$ cat config.mk
export PLATFORM = sky130hd
export DESIGN_NAME = fetch_ctrl
export DESIGN_NICKNAME = d
export VERILOG_FILES = /design/src/rtl/core_pkg.sv /design/src/rtl/fetch_perf_counter.sv /design/src/rtl/fetch_ctrl.sv
export SDC_FILE = /design/constraint.sdc
export NUM_CORES = 1
export LEC_CHECK = 0
export CAP_MARGIN = 15
export CORE_ASPECT_RATIO = 1.25
export CORE_MARGIN = 3
export CORE_UTILIZATION = 40
export CTS_CLUSTER_SIZE = 40
export DETAILED_ROUTE_END_ITERATION = 7
export PLACE_DENSITY = 0.89
export SETUP_SLACK_MARGIN = 0.4
export SYNTH_ARGS = -nofsm -noshare
export SYNTH_HDL_FRONTEND = slang
export SYNTH_SLANG_ARGS = --single-unit
$ cat constraint.sdc
create_clock -name clk -period 4.36 [get_ports clk]
set_input_delay 0.654 -clock clk [delete_from_list [all_inputs] [get_ports clk]]
set_output_delay 0.654 -clock clk [all_outputs]
set_load 0.03 [all_outputs]
$ cat src/rtl/core_pkg.sv
// rtl/core_pkg.sv - shared core types and constants for the fetch stage
package core_pkg;

  localparam int DATA_WIDTH = 32;
  localparam logic [DATA_WIDTH-1:0] PC_STEP = 32'd4;

  typedef enum logic [1:0] {
    BOOT = 2'd0,
    RUN  = 2'd1,
    HALT = 2'd2
  } fetch_state_e;

  function automatic logic is_aligned(input logic [DATA_WIDTH-1:0] addr);
    return (addr[1:0] == 2'b00);
  endfunction

endpackage

$ cat src/rtl/fetch_perf_counter.sv
// rtl/fetch_perf_counter.sv - 32-bit saturating event counter with enable
module fetch_perf_counter (
  input  logic        clk,
  input  logic        rst_n,
  input  logic        en,
  output logic [31:0] cnt
);

  // Stick at all-ones rather than wrapping so long runs never read as short ones.
  always_ff @(posedge clk or negedge rst_n) begin
    if (!rst_n) begin
      cnt <= '0;
    end else if (en && (cnt != 32'hFFFF_FFFF)) begin
      cnt <= cnt + 32'd1;
    end
  end

endmodule

$ cat src/rtl/fetch_ctrl.sv
// rtl/fetch_ctrl.sv - fetch control FSM (BOOT/RUN/HALT), optional perf counters under FETCH_PERF_EN
module fetch_ctrl
  import core_pkg::*;
#(
  parameter logic [DATA_WIDTH-1:0] RESET_PC = 32'h0000_0000
) (
  input  logic                  clk,
  input  logic                  rst_n,
  input  logic [DATA_WIDTH-1:0] pc_i,
  input  logic                  stall_i,
  input  logic                  redirect_i,
  input  logic [DATA_WIDTH-1:0] redirect_pc_i,
  input  logic                  halt_i,
  input  logic                  resume_i,
  output logic                  pc_we_o,
  output logic [DATA_WIDTH-1:0] next_pc_o,
  output logic                  if_valid_o,
  output logic                  flush_o,
  output logic                  halted_o,
  output logic                  misalign_o,
  output logic [31:0]           fetch_cnt_o,
  output logic [31:0]           stall_cnt_o
);

  fetch_state_e state_q;
  fetch_state_e state_d;
  logic         set_misalign;
  logic         clr_misalign;
  logic         redirect_ok;
  logic         redirect_bad;

  assign redirect_ok  = redirect_i &&  is_aligned(redirect_pc_i);
  assign redirect_bad = redirect_i && !is_aligned(redirect_pc_i);

  // Outputs are decoded combinationally so the PC reacts in the same cycle.
  always_comb begin
    state_d      = state_q;
    pc_we_o      = 1'b0;
    next_pc_o    = pc_i;
    if_valid_o   = 1'b0;
    flush_o      = 1'b0;
    set_misalign = 1'b0;
    clr_misalign = 1'b0;

    case (state_q)
      BOOT: begin
        pc_we_o   = 1'b1;
        next_pc_o = RESET_PC;
        state_d   = RUN;
      end

      RUN: begin
        if (redirect_ok) begin
          pc_we_o   = 1'b1;
          next_pc_o = redirect_pc_i;
          flush_o   = 1'b1;
        end else if (redirect_bad) begin
          flush_o      = 1'b1;
          set_misalign = 1'b1;
          state_d      = HALT;
        end else if (halt_i) begin
          flush_o = 1'b1;
          state_d = HALT;
        end else if (stall_i) begin
          if_valid_o = 1'b1;
        end else begin
          pc_we_o    = 1'b1;
          next_pc_o  = pc_i + PC_STEP;
          if_valid_o = 1'b1;
        end
      end

      HALT: begin
        // A misaligned target is dropped here; the core is already stopped.
        if (redirect_ok) begin
          pc_we_o   = 1'b1;
          next_pc_o = redirect_pc_i;
          flush_o   = 1'b1;
        end
        if (resume_i) begin
          clr_misalign = 1'b1;
          state_d      = RUN;
        end
      end

      default: begin
        state_d = BOOT;
      end
    endcase
  end

  always_ff @(posedge clk or negedge rst_n) begin
    if (!rst_n) begin
      state_q    <= BOOT;
      misalign_o <= 1'b0;
    end else begin
      state_q <= state_d;
      if (set_misalign) begin
        misalign_o <= 1'b1;
      end else if (clr_misalign) begin
        misalign_o <= 1'b0;
      end
    end
  end

  assign halted_o = (state_q == HALT);

`ifdef FETCH_PERF_EN
  logic fetch_en;
  logic stall_en;

  assign fetch_en = if_valid_o && !stall_i;
  assign stall_en = (state_q == RUN) && stall_i;

  fetch_perf_counter u_fetch_cnt (
    .clk   (clk),
    .rst_n (rst_n),
    .en    (fetch_en),
    .cnt   (fetch_cnt_o)
  );

  fetch_perf_counter u_stall_cnt (
    .clk   (clk),
    .rst_n (rst_n),
    .en    (stall_en),
    .cnt   (stall_cnt_o)
  );
`else
  assign fetch_cnt_o = '0;
  assign stall_cnt_o = '0;
`endif

endmodule

==> results.yml, run 1 <==
finish:
  nNetsFinal: 567
  drive_gt1_share_pct: 9.78
  instances_no_fill: 573
  area_growth_syn_to_layout_pct: 38.2
  postLayoutCellArea_um2: 3480
  final_core_util_pct: 58.6
  num_antenna_cells: 0
pwr:
  ir_worst_vdd_uv: 251
  leakage_nw: 1.42
  power.density_nw_per_um2: 473
  p_total_mw: 1.65
floorplanning:
  dieWidth_um: 76.9
  core_um2: 5930
  row_count: 31
  start_util_pct: 42.4
  io_pins: 171
  die_height_um: 94.7
  die_area_um2: 7280
grt:
  grt_pass1_wl_um: 15000
  gr-total-overflow: 0
  antenna_found_initial: 0
  grt_max_degree: 47
  first_global_vias: 3136
  gr-usage-all-layers_pct: 24.7
timing:
  fin_hold_ws_ns: 0.521
  relSlewSlack_pct: 54.7
  worst_pin_slew_ns: 0.679
  fin_setup_tns_ns: 0
  setup_violations: 0
  finalHoldViolations: 0
  slew_viol_final: 0
  fmax_mhz: 258
  fin_ws_ns: 0.486
  skew_ns: 0.00314
  fin_crit_sh_pct: 88.9
  min_period_ns: 3.87
  grt_setup_unrepaired: "false"
drt:
  drt_iter0_markers: 302
  ant_nets: 0
  via_per_inst: 5.77
  wire_per_inst_um: 16.3
  num_vias: 3309
  dr.pass1.iters: 5
  post-route-drc-count: 0
  routed_wl_um: 9330
cts:
  hold_buffers: 0
  cts.sinks: 3
  cts_made_buffers: 3
  cts_buffer_depth: 2
  cts.reportedPaths.clkPinSlew_ns: 0.03
  htreeDepth: 1
  clk_latency_ns: 0.21
  cts_tree: "done"
  root_buffer: "clkbuf_8"
logic_synthesis:
  yosysSeqAreaShare_pct: 2.99
  synth-async-reset-ratio_pct: 100
  netlist_area_um2: 2510
  avgSynthCellArea_um2: 6.38
  synth_seq_cells: 3
  yosysWarningCount: 0
  synth-edff-count: 0
  synthFlopType: "dfrtp_1"
  yosysUniqueCellTypes: 63
  syn-instance-count: 394
worst_setup_path:
  cp-end-kind: "output pin"
  arrival_ns: 3.22
  crit_family: "buffers and inverters"
  worstSetupStartpointType: "input pin"
  max_stage_delay_ns: 0.60
  crit_buf_inv: 3
  crit_top_cell: "clkdlybuf4s50_1"
  crit_chain: "clkdlybuf4s50_1 -> nor3b_1 -> nand3_1 -> nor4_1 -> buf_4 -> mux2i_1 -> o21ai_1 -> clkdlybuf4s50_1"
  crit_fanout: 7
  slowest_stage: "clkdlybuf4s50_1"
  r2r_slack_ns: 2.25
  cp.required_ns: 3.71
  path_class: "in -> out"
run:
  max-cap-violations: 0
placed_design:
  dpl_cell_area_um2: 3420
  hpwl_um: 7100
  routabilityCongestion: 0.936
  numPortBuffers: 106
  placedCellCount: 568
  dp_slack_ns: 0.362
status:
  status: "finished clean"
hold_path:
  hp-class: "reg -> reg"
-- synth_stat cells, types with 3 or more instances --
cell,instances,share of area (%)
buf_1,3,0.45
o21ai_1,8,1.6
a21oi_1,30,6.0
xor2_1,5,1.7
a32o_1,12,4.8
and4_1,4,1.4
a31oi_1,9,2.2
a311oi_1,4,1.4
nor3_1,13,2.6
buf_4,65,19
nand4_1,13,3.2
xnor2_1,5,1.7
o221ai_1,5,1.7
nor4_1,6,1.5
nand2_1,37,5.5
clkbuf_1,20,3.0
mux2i_1,3,1.2
ha_1,5,2.5
and3_1,7,1.7
nand3_1,22,4.4
inv_1,7,1.0
nor2_1,31,4.6
dfrtp_1,3,3.0
o21ai_0,21,4.2
o211ai_1,3,0.90
buf_2,3,0.60
-- power breakdown --
part           switching [mW]  internal [mW]  total [mW]
registers              0.0141         0.0421      0.0562
logic                   0.955          0.556        1.51
clock network          0.0169         0.0622      0.0791
total                   0.986          0.660        1.65
-- final timing paths --
check	start	to	depth (start not counted)
max	halt_i	next_pc_o[21]	8
min	misalign_o$_DFFE_PN0P_	misalign_o$_DFFE_PN0P_	2
max reg2reg	state_q[1]$_DFFE_PN0P_	state_q[0]$_DFFE_PN0P_	6
min reg2reg	misalign_o$_DFFE_PN0P_	misalign_o$_DFFE_PN0P_	2
max in group asynchronous	rst_n	state_q[1]$_DFFE_PN0P_	1
min in group asynchronous	rst_n	misalign_o$_DFFE_PN0P_	1
-- area by class of cell --
type | instances | area, um^2
timing repair buffer | 124 | 1180
clock buffer | 4 | 45.0
multi-input combinational | 353 | 2050
tap | 82 | 103
fill | 601 | 2460
inverter | 7 | 26.3
sequential | 3 | 75.1
-- state kept, by name, summed over array words and instances, names as in the netlist --
| name | flops |
|---|---|
| state_q | 2 |
| misalign_o | 1 |
-- per-layer routing --
metal  track usage (%)  vias up  wire length [um]
met5                 0        -                 0
met4              7.10        0               127
met3              4.58       16              1000
met2              44.1      233              4580
met1              30.3     1526              3620
li1                  -     1534                 -
-- cells by family after synthesis --
logic type	after synthesis	synth area share, %
XOR/XNOR	10	3.48
buffers and inverters	101	25.4
flip-flops	3	2.98
adder cells (fa/ha/maj)	5	2.49
AO/OA/AOI/OAI	120	32.6
AND/OR/NAND/NOR	151	31.7
other	1	0.149
multiplexers	3	1.19
-- timing repair --
action                                  4_1_cts  5_1_grt
pin swaps                                     0        1
gates resized for setup                       2        5
hold endpoints to repair                      0        0
buffers inserted                              0        1
endpoints found under the setup margin        2        7
-- placed cells by master (no fill, tap or decap), types with 3 or more instances in the layout --
cell type        count
dfrtp_1              3
o211ai_1             3
a21oi_1             30
clkbuf_8             3
a311oi_1             4
xnor2_1              5
nand3_1             22
o21ai_0             21
clkdlybuf4s50_1     89
a32o_1              12
a31oi_1              9
nor4_1               6
and4_1               4
xor2_1               5
ha_1                 5
inv_1                7
nand4_1             13
nand2_1             37
mux2i_1              3
o21ai_1              8
o221ai_1             5
nor2_1              31
and3_1               6
conb_1              64
buf_4               30
nor3_1              13
-- tightest hold or removal path: cells and delay by family, from the launching register on --
family | cells | cell delay [ns]
and+or+nand+nor | 1 | 0.05
AOI/OAI and AO/OA | 1 | 0.06
DFF | 1 | 0.36
No activity file was read; power rests on OpenSTA's default activity.
==> inputs of run 2 (changes only) <==
--- a/config.mk
+++ b/config.mk
@@ -8,10 +8,10 @@
 export CAP_MARGIN = 15
 export CORE_ASPECT_RATIO = 1.25
 export CORE_MARGIN = 3
-export CORE_UTILIZATION = 40
+export CORE_UTILIZATION = 33
 export CTS_CLUSTER_SIZE = 40
 export DETAILED_ROUTE_END_ITERATION = 7
-export PLACE_DENSITY = 0.89
+export PLACE_DENSITY = 0.79
 export SETUP_SLACK_MARGIN = 0.4
 export SYNTH_ARGS = -nofsm -noshare
 export SYNTH_HDL_FRONTEND = slang
==> constraint.sdc (replaced) <==
create_clock -name clk -period 3.3 [get_ports clk]
set_input_delay 0.495 -clock clk [delete_from_list [all_inputs] [get_ports clk]]
set_output_delay 0.495 -clock clk [all_outputs]
set_load 0.03 [all_outputs]
==> run 2 against run 1 <==
Against the previous run:
- count of clock-buffer cells in the layout did not move
- clock power rose by 34%
- final area rose by 6.0%
- largest power group unchanged
==> results.yml, run 2 (synthesized netlist as in run 1, its figures left out) <==
finish:
  regMostFlops: "state_q"
  final_core_util_pct: 51.3
  fill_cells: 729
  final_cell_mix: "conb_1 (64), buf_4 (59), clkdlybuf4s50_1 (48)"
  instances_no_fill: 593
  seq_area_um2: 75.1
  num_antenna_cells: 0
  top_regs: "state_q: 2 flops, misalign_o: 1 flops"
  multi_input_area_um2: 2160
  nNetsFinal: 579
  largest_reg_flops: 2
  drive_gt1_share_pct: 20.1
  postLayoutCellArea_um2: 3680
  area_growth_syn_to_layout_pct: 46.5
  final_common_cell: "conb_1"
cts:
  cts.sinks: 3
  htreeDepth: 1
  clk_latency_ns: 0.21
  cts_buffer_depth: 2
  cts_tree: "done"
  cts.reportedPaths.clkPinSlew_ns: 0.03
  root_buffer: "clkbuf_8"
  cts_made_buffers: 3
  hold_buffers: 0
grt:
  grt_max_degree: 47
  antenna_found_initial: 0
  gr-total-overflow: 0
  gr-usage-all-layers_pct: 20.3
  grt_pass1_wl_um: 15000
  first_global_vias: 3005
worst_setup_path:
  path_class: "in -> out"
  cp-end-kind: "output pin"
  crit_fanout: 4
  reg2reg_from: "state_q[1]$_DFFE_PN0P_"
  arrival_ns: 2.37
  r2r_slack_ns: 1.40
  cp.required_ns: 2.80
  cp-startpoint: "pc_i[4]"
  r2r_cells: 6
  worstSetupStartpointType: "input pin"
  timing.rr.end: "state_q[0]$_DFFE_PN0P_"
pwr:
  power.density_nw_per_um2: 595
  ir_worst_vdd_uv: 426
  p_total_mw: 2.19
  leakage_nw: 1.64
timing:
  fin_crit_sh_pct: 86.7
  fin_ws_ns: 0.438
  grt_setup_unrepaired: "true"
  fmax_mhz: 349
  setup_violations: 0
  finalHoldViolations: 0
  skew_ns: 0.000275
  min_period_ns: 2.86
  fin_hold_ws_ns: 0.465
  slew_viol_final: 0
  fin_setup_tns_ns: 0
placed_design:
  routabilityCongestion: 0.895
  dp_slack_ns: 0.0222
  placedCellCount: 583
  dpl_cell_area_um2: 3460
  numPortBuffers: 106
  hpwl_um: 7400
floorplanning:
  io_pins: 171
  die_height_um: 104
  core_um2: 7190
  dieWidth_um: 84.1
  start_util_pct: 35.0
  row_count: 34
  die_area_um2: 8710
run:
  max-cap-violations: 0
drt:
  dr.pass1.iters: 5
  routed_wl_um: 9800
  num_vias: 3288
  ant_nets: 0
  drt_iter0_markers: 320
  post-route-drc-count: 0
  wire_per_inst_um: 16.5
  via_per_inst: 5.54
hold_path:
  hp-class: "in -> async"
status:
  status: "finished clean"
-- run 2: changes by cell type in the layout (fill, tap and decap cells not counted), moves of 3 or more --
cell and change:
clkdlybuf4s50_1 -41, buf_4 +29, dlygate4sd2_1 +10, dlymetal6s2s_1 +9, nand3_1 -3, nor4_1 -3
-- run 2: critical path, cell delays in order --
cell             delay (ns)
clkdlybuf4s50_1        0.49
and3_4                 0.22
nand3_4                0.11
nor4_4                 0.30
buf_4                  0.17
a311oi_1               0.10
a311oi_2               0.28
buf_4                  0.20
-- run 2: area by class of cell --
type / instances / area share (%)
multi-input combinational: 353 / 58.7
clock buffer: 4 / 1.22
tap: 90 / 3.06
inverter: 7 / 0.815
sequential: 3 / 2.04
timing repair buffer: 136 / 34.2
-- run 2: layer usage --
layer / up-vias / wire, um / GRT usage (%)
li1: 1556 / - / -
met1: 1508 / 3950 / 26.7
met2: 210 / 4830 / 34.7
met3: 14 / 931 / 2.86
met4: 0 / 85 / 4.60
met5: - / 0 / 0
-- run 2: power by group --
part	internal, mW	total [mW]	switching (mW)
Sequential	0.0556	0.0756	0.0200
Combinational	0.727	2.01	1.28
Clock	0.0824	0.106	0.0239
-- run 2: worst max-delay path by stage --
stage                     slack, ns             to
after CTS                      0.37  next_pc_o[24]
after detailed placement       0.02  next_pc_o[29]
after floorplan                0.53  next_pc_o[13]
after global routing           0.33  next_pc_o[24]
after global placement         0.07  next_pc_o[29]
final                          0.44  next_pc_o[29]
-- run 2: what timing repair did --
action	4_1_cts	5_1_grt
gates cloned	0	0
hold endpoints to repair	0	0
buffers inserted	2	4
gates resized for setup	30	27
pin swaps	6	10
setup endpoints to repair	29	23
